<file path="src/rtl/bg_pixel_fetch.sv">
// bg_pixel_fetch: raster background fetch from word memory into a ready/valid pixel stream.
// Optional horizontal scroll via macro BG_FETCH_SCROLL_EN (adds scroll_x input).
module bg_pixel_fetch #(
  parameter int H_ACTIVE   = 640,
  parameter int V_ACTIVE   = 480,
  parameter int FIFO_DEPTH = 4
) (
  input  logic        clk,
  input  logic        rst_n,
  input  logic        frame_start,
`ifdef BG_FETCH_SCROLL_EN
  input  logic [9:0]  scroll_x,
`endif
  output logic [18:0] mem_address,
  output logic        mem_chipselect,
  output logic        mem_clken,
  output logic        mem_write,
  output logic [7:0]  mem_writedata,
  input  logic [7:0]  mem_readdata,
  output logic [7:0]  pix_data,
  output logic        pix_valid,
  input  logic        pix_ready,
  output logic        pix_sof,
  output logic        pix_eol,
  output logic        busy
);
  localparam logic [1:0] IDLE  = 2'd0;
  localparam logic [1:0] FETCH = 2'd1;
  localparam logic [1:0] DRAIN = 2'd2;
  localparam int AW = $clog2(FIFO_DEPTH);
  localparam logic [9:0] X_LAST = 10'(H_ACTIVE - 1);
  localparam logic [9:0] Y_LAST = 10'(V_ACTIVE - 1);
  localparam logic [AW+1:0] DEPTH = (AW+2)'(FIFO_DEPTH);

  logic [1:0]    state;
  logic [9:0]    x, y;
  logic [AW:0]   count;
  logic [AW-1:0] wr_ptr, rd_ptr;
  logic [9:0]    fifo [FIFO_DEPTH];
  logic          inflight, tag_sof, tag_eol, issue, pop, last, x_end;

  // in-flight read counts against capacity so a returning word always has a slot
  assign issue = (state == FETCH) && (({1'b0, count} + (AW+2)'(inflight)) < DEPTH);
  assign x_end = x == X_LAST;
  assign last = x_end && (y == Y_LAST);
  assign pop = pix_valid && pix_ready;
  assign pix_valid = count != '0;
  assign {pix_sof, pix_eol, pix_data} = pix_valid ? fifo[rd_ptr] : '0;
  assign mem_chipselect = issue;
  assign mem_write = 1'b0;
  assign mem_writedata = 8'd0;
  assign busy = (state != IDLE) || pix_valid;

  always_ff @(posedge clk or negedge rst_n) begin
    if (!rst_n) begin
      state <= IDLE;
      x <= '0;
      y <= '0;
      inflight <= 1'b0;
      tag_sof <= 1'b0;
      tag_eol <= 1'b0;
      mem_clken <= 1'b0;
    end else begin
      mem_clken <= 1'b1;
      inflight <= issue;
      state <= state == IDLE  ? (frame_start ? FETCH : IDLE) :
               state == FETCH ? (issue && last ? DRAIN : FETCH) :
               (!pix_valid && !inflight ? IDLE : DRAIN);
      if (issue) begin
        tag_sof <= (x == '0) && (y == '0);
        tag_eol <= x_end;
        x <= x_end ? '0 : x + 10'd1;
        y <= last ? '0 : x_end ? y + 10'd1 : y;
      end
    end
  end

`ifdef BG_FETCH_SCROLL_EN
  localparam logic [9:0] X_H = 10'(H_ACTIVE);
  logic [9:0]  col, col0;
  logic [18:0] base;
  assign mem_address = base + 19'(col);
  always_ff @(posedge clk or negedge rst_n) begin
    if (!rst_n) begin
      col <= '0;
      col0 <= '0;
      base <= '0;
    end else if (state == IDLE && frame_start) begin
      col <= scroll_x % X_H;
      col0 <= scroll_x % X_H;
    end else if (issue) begin
      col <= x_end ? col0 : (col == X_LAST ? '0 : col + 10'd1);
      base <= last ? '0 : x_end ? base + 19'(H_ACTIVE) : base;
    end
  end
`else
  logic [18:0] addr;
  assign mem_address = addr;
  always_ff @(posedge clk or negedge rst_n) begin
    if (!rst_n) addr <= '0;
    else if (issue) addr <= last ? '0 : addr + 19'd1;
  end
`endif

  always_ff @(posedge clk or negedge rst_n) begin
    if (!rst_n) begin
      wr_ptr <= '0;
      rd_ptr <= '0;
      count <= '0;
    end else begin
      if (inflight) wr_ptr <= wr_ptr + 1'b1;
      if (pop) rd_ptr <= rd_ptr + 1'b1;
      count <= count + (AW+1)'(inflight) - (AW+1)'(pop);
    end
  end

  always_ff @(posedge clk)
    if (inflight) fifo[wr_ptr] <= {tag_sof, tag_eol, mem_readdata};
endmodule

</file>
<file path="config.mk">
export PLATFORM = sky130hd
export DESIGN_NAME = bg_pixel_fetch
export DESIGN_NICKNAME = d
export VERILOG_FILES = /design/src/rtl/bg_pixel_fetch.sv
export SDC_FILE = /design/constraint.sdc
export NUM_CORES = 1
export LEC_CHECK = 0
export CAP_MARGIN = 25
export CORE_MARGIN = 3
export CORE_UTILIZATION = 54
export CTS_BUF_LIST = sky130_fd_sc_hd__clkbuf_4 sky130_fd_sc_hd__clkbuf_8
export CTS_CLUSTER_DIAMETER = 100
export DETAILED_ROUTE_END_ITERATION = 10
export GPL_ROUTABILITY_DRIVEN = 0
export PLACE_DENSITY = 0.86
export RECOVER_POWER = 25
export SLEW_MARGIN = 20
export SYNTH_ARGS = -nofsm -noshare
export SYNTH_HDL_FRONTEND = slang
export SYNTH_SLANG_ARGS = --single-unit
</file>
<file path="constraint.sdc">
create_clock -name clk -period 4.8 [get_ports clk]
set_input_delay 1.44 -clock clk [delete_from_list [all_inputs] [get_ports clk]]
set_output_delay 1.44 -clock clk [all_outputs]
set_load 0.02 [all_outputs]
</file>
**Yosys cells after proc, flatten, opt, wreduce, memory -nomap -nowiden**

Memories as Yosys holds them, arrays and structs flattened.
Index checks and enable logic that the tools add are counted.

- Register bits: 52
- Bits in writable memories: 40
- Bits of input ports: 12
- Output and inout port bits: 42
- Logic and storage cells: 52
- Memories: 1

- $add $sub $neg: 8
- $lt $le $gt $ge: 1
- Eq/ne operators: 3
- Multiplexer cells: 12
- Reduce and logical (&&, ||, !) cells: 16

Memory list:

| name | words | width | rd ports | clocked after memory_dff | wr ports | RTL line | source |
|---|---|---|---|---|---|---|---|
| fifo | 4 | 10 | 1 | 0 | 1 | 39 | `logic [9:0] fifo [FIFO_DEPTH];` |

Operators with widths:

| operator | count |
|---|---|
| $mux 10 | 4 |
| $add 10x1->10 const B | 2 |
| $logic_not 10->1 | 2 |
| $add 19x1->19 const B | 1 |
| $mux 19 | 1 |
| $eq 10x10->1 const B | 1 |
| $eq 10x9->1 const B | 1 |
| $mux 2 | 4 |
| $logic_and 1x1->1 | 6 |
| $add 2x1->2 const B | 2 |
| $add 3x1->4 | 1 |
| $lt 4x3->1 const B | 1 |
| $reduce_bool 2->1 | 2 |
| $add 3x1->3 | 1 |
| $mux 1 | 3 |
| $reduce_bool 3->1 | 1 |
| $sub 3x1->3 | 1 |
| $eq 2x1->1 const B | 1 |
| $logic_not 1->1 | 2 |
| $logic_not 2->1 | 1 |
| $reduce_and 2->1 | 1 |
| $logic_or 1x1->1 | 1 |

**Logic depth before layout (Yosys ltp)**

- Depth after elaboration: 7
- Gate-level depth with buffers: 8
- Gate-level depth less buffers: 8

**Worst setup path after synthesis**

No wires, ideal clock.

- Path kind: reg2out
- Start point: register rd_ptr[0]
- End point: output port pix_data[1]
- Arrival: 1410 ps
- Data required time: 3360 ps
- Slack: 1950 ps
- Stages on the path, launching flop included: 4
- Path buffers: 1
- Path through: dfrtp_1 > buf_2 > mux4_2 > and2_1

- Longest elaborated chain between the ends: 2

Ends and longest elaborated chain:

| what | RTL line | source |
|---|---|---|
| start: declaration | 38 | `logic [AW-1:0] wr_ptr, rd_ptr;` |
| start signal: assignment | 112 | `if (pop) rd_ptr <= rd_ptr + 1'b1;` |
| $mem_v2 4x10 | -- |  |
| $mux 10 | 48 | `assign {pix_sof, pix_eol, pix_data} = pix_valid ? fifo[rd_ptr] : '0;` |
| end: declaration | 20 | `output logic [7:0] pix_data,` |

Every way passes these cells.

**Worst setup path after layout**

- Start point: register inflight
- End point: output port mem_chipselect

- Longest elaborated chain between the ends: 3

Ends and longest elaborated chain:

| what | RTL line | source |
|---|---|---|
| start: declaration | 40 | `logic inflight, tag_sof, tag_eol, issue, pop, last, x_end;` |
| start signal: assignment | 65 | `inflight <= issue;` |
| $add 3x1->4 | 43 | `assign issue = (state == FETCH) && (({1'b0, count} + (AW+2)'(inflight)) < DEPTH);` |
| $lt 4x3->1 | 43 |  |
| $logic_and 1x1->1 | 43 |  |
| end: declaration | 15 | `output logic mem_chipselect,` |

Every way passes these cells.

==> metrics.md <==
| Metric | Value |
|---|---|
| Outcome | finished, violations left |
| Failing checks | capacitance limit, slew limit |
| Sw frac | 0.3660 |
| P_sw | between 0.9 and 1 mW |
| Routed WL | 8061 um |
| H-tree Lvls | 3 |
| Slew Limit Headroom | -0.8202 |
| Clock group share of total power | 0.183 |
| Ys Warns | 0 |
| Initial Util | 0.5611 |
| Worst VDD drop | roughly 210 uV |
| Vias in the first global route | between 2,000 and 3,000 |
| Synth Instances | 348 |
| Max Freq | 243.8 MHz |
| Worst-margin pin slew | 2730 ps |
| Largest net degree at the start of global routing | 53 |
| Max cap viols | 1 |
| Post-synth EDFFs | 40 |
| GRT overflow | 0 |
| DRC | 0 |
| P_leak | just under 2 nW |
| DR vias | about 2,800 |
| Die W | around 96 um |
| Die height | 96.07 um |
| HP Class | reg -> reg |
| Most frequent cells in the layout | dfrtp_1, clkdlybuf4s50_1, edfxtp_1 |
| Clock Skew | ~14 ps |
| Placed cell areas | 4865 um^2 |
| Setup crit end | mem_chipselect |
| Required @ worst endpoint | 3360 ps |
| Tcrit/Tclk final | 0.8544 |
| Setup crit end kind | primary output |
| Via/cell ratio | between 5 and 6 |
| Clock Path Buffers | 2 |
| RSZ-0062 raised after global routing | false |
| Worst EP arrival | approximately 2700 ps |
| Count of cell types in the netlist | 51 |
| Flop-to-flop setup slack | 2260 ps |
| Worst R2R Path Depth | 8 |
| Final Util | 0.6471 |
| Min Tclk post-route | 4101 ps |
| Mapped Area | about 4400 um^2 |
| Pwr Density | roughly 530 nW/um^2 |
| Combinational power share | 0.375 |
| Fin nets | 419 |
| Buffers on Ports | 44 |
| CP Launch Point | inflight$_DFF_PN0_ |
| Prevailing post-synth register cell | dfrtp_1 |
| Final setup fails | 0 |
| HPWL Detailed | 5704 um |
| Total GRT Usage | 0.1917 |
| Initial drt markers | 131 |
| Drt pass-1 iters | 4 |
| CTS sink count | 92 |
| Fin. max-slew vios | 53 |
| Sequential fraction of design power | 0.442 |
| Worst reg2reg path endpoint | count[2]$_DFF_PN0_ |
| Share of layout cells above drive strength 1 | 0.1103 |
| Antenna violations before repair | 0 |
| Global-route wire length before repair | 13,490 um |
| Internal power | between 1.5 and 2 mW |
| Hold Vio Cnt, Final | 0 |
| Crit Path Class | reg -> out |
| Asr flop ratio synth | 0.5652 |
| Finished Cell Area | ~5100 um^2 |
| Die area | 9228 um^2 |
| Startpoint types | register |
| Sequential share of the synthesized area | 0.5713 |
| Setup TNS | 0 ps |
| Yosys reg bits | 92 |
| CTS buffer count | 9 |
| CTS Root Cell | clkbuf_8 |
| Total core area | a little under 8000 um^2 |
| Hold Buf Count CTS | 0 |
| Detail Route Antenna Nets | 0 |
| # diodes | 0 |
| Area added between synthesis and finish | 15.34% |
| Setup bufs post-CTS | 0 |
| CTS tree | built |
| WL per Instance | 16.09 um |
| FP Rows | 32 |
| Worst skew pair latency | 350 ps |
| R2r startpoint | count[1]$_DFF_PN0_ |
| CTS clk-pin slew, worst paths | about 80 ps |
| Post-CTS sizing | 0 |
| Final Power | around 2.7 mW |
| CP Max Fanout | 13 |
| Synth Area per Inst | 12.59 um^2 |
| Num ports | 54 |
| Commonest non-fill, non-tap cell in the layout | dfrtp_1 |
-- cells in the mapped netlist (2+ instances only) --
master	count	area share
a21oi_1	12	0.014
nand2_1	26	0.022
mux4_2	10	0.051
and2_1	18	0.026
o41ai_2	2	0.0074
buf_4	9	0.015
buf_2	6	0.0069
xor2_1	13	0.026
clkbuf_1	2	0.0017
nor3_1	2	0.0023
and4_4	2	0.0051
nor2_1	19	0.016
o21ai_0	15	0.017
and4_1	2	0.0040
and3_1	6	0.0086
nor4b_1	2	0.0040
dfrtp_1	52	0.30
edfxtp_1	40	0.27
nand3_1	21	0.024
o31ai_1	8	0.014
nor4_1	3	0.0043
ha_1	12	0.034
or3_1	8	0.011
conb_1	2	0.0017
nand4_1	10	0.014
xnor2_1	10	0.020
inv_1	12	0.010
-- layer usage --
metal | track usage | up-vias | routed length [um]
li1 | - | 1341 | -
met1 | 0.2382 | 1378 | 3452
met5 | 0 | - | 0
met2 | 0.3272 | 69 | 4133
met3 | 0.04769 | 10 | 393
met4 | 0.06398 | 0 | 82
-- critical path, cell delays in order (launching register included) --
cell	delay [ps]
dfrtp_1	510
and3_4	240
xnor2_4	340
nand2_1	340
inv_2	250
clkdlybuf4s50_1	640
-- worst min path at each step --
stage,start,to,cells past startpoint
2_1_floorplan,state[1]$_DFF_PN0_,state[0]$_DFF_PN0_,1
3_3_place_gp,y[9]$_DFFE_PN0P_,y[9]$_DFFE_PN0P_,1
3_5_place_dp,state[1]$_DFF_PN0_,state[0]$_DFF_PN0_,1
4_1_cts,state[1]$_DFF_PN0_,state[0]$_DFF_PN0_,1
5_1_grt,y[9]$_DFFE_PN0P_,y[9]$_DFFE_PN0P_,1
6_report,state[1]$_DFF_PN0_,state[0]$_DFF_PN0_,1
-- power groups by stage --
| stage | Sequential (mW) | Clock (mW) | Combinational [mW] |
|---|---|---|---|
| floorplan | 1.15 | 0 | 0.700 |
| finish | 1.19 | 0.492 | 1.01 |
| CTS | 1.19 | 0.503 | 1.02 |
| global placement | 1.19 | 0 | 0.977 |
| detailed placement | 1.21 | 0 | 1.02 |
| global route | 1.22 | 0.535 | 1.09 |
-- metrics by stage --
step                cells  setup WS (ps)  hold WS (ps)
floorplan             356           1950         443.5
global placement      485           1178         463.4
detailed placement    485           1098         475.8
CTS                   501          709.8         487.0
global route          501          549.7         511.8
finish                501          698.8         486.1
-- final cells by class --
cell class,count,area [um^2]
flip-flops and latches,92,2502
well taps,102,127.6
fillers,555,2755
inverters,13,48.80
multi-input cells,233,1743
repair buffers,45,439.2
clock buffers,12,158.9
clock inverters,4,32.53
-- state kept, by name, summed over array words and instances (netlist names), 2 cells and up --
signal / count
wr_ptr: 2
y: 10
x: 10
fifo: 40
rd_ptr: 2
mem_address: 19
count: 3
state: 2
-- kinds of logic (layout without fill, tap and decap cells) --
family | after synthesis | count (layout) | synth area share
flops | 92 | 92 | 0.5713
mux | 11 | 11 | 0.05399
other cells | 2 | 10 | 0.001714
buf+inv | 31 | 74 | 0.03770
fa+ha+maj | 13 | 13 | 0.03885
simple gates | 130 | 130 | 0.1742
compound gates | 45 | 45 | 0.06998
xor+xnor | 24 | 24 | 0.05227
Note: power is estimated with default switching activity, not from simulation.
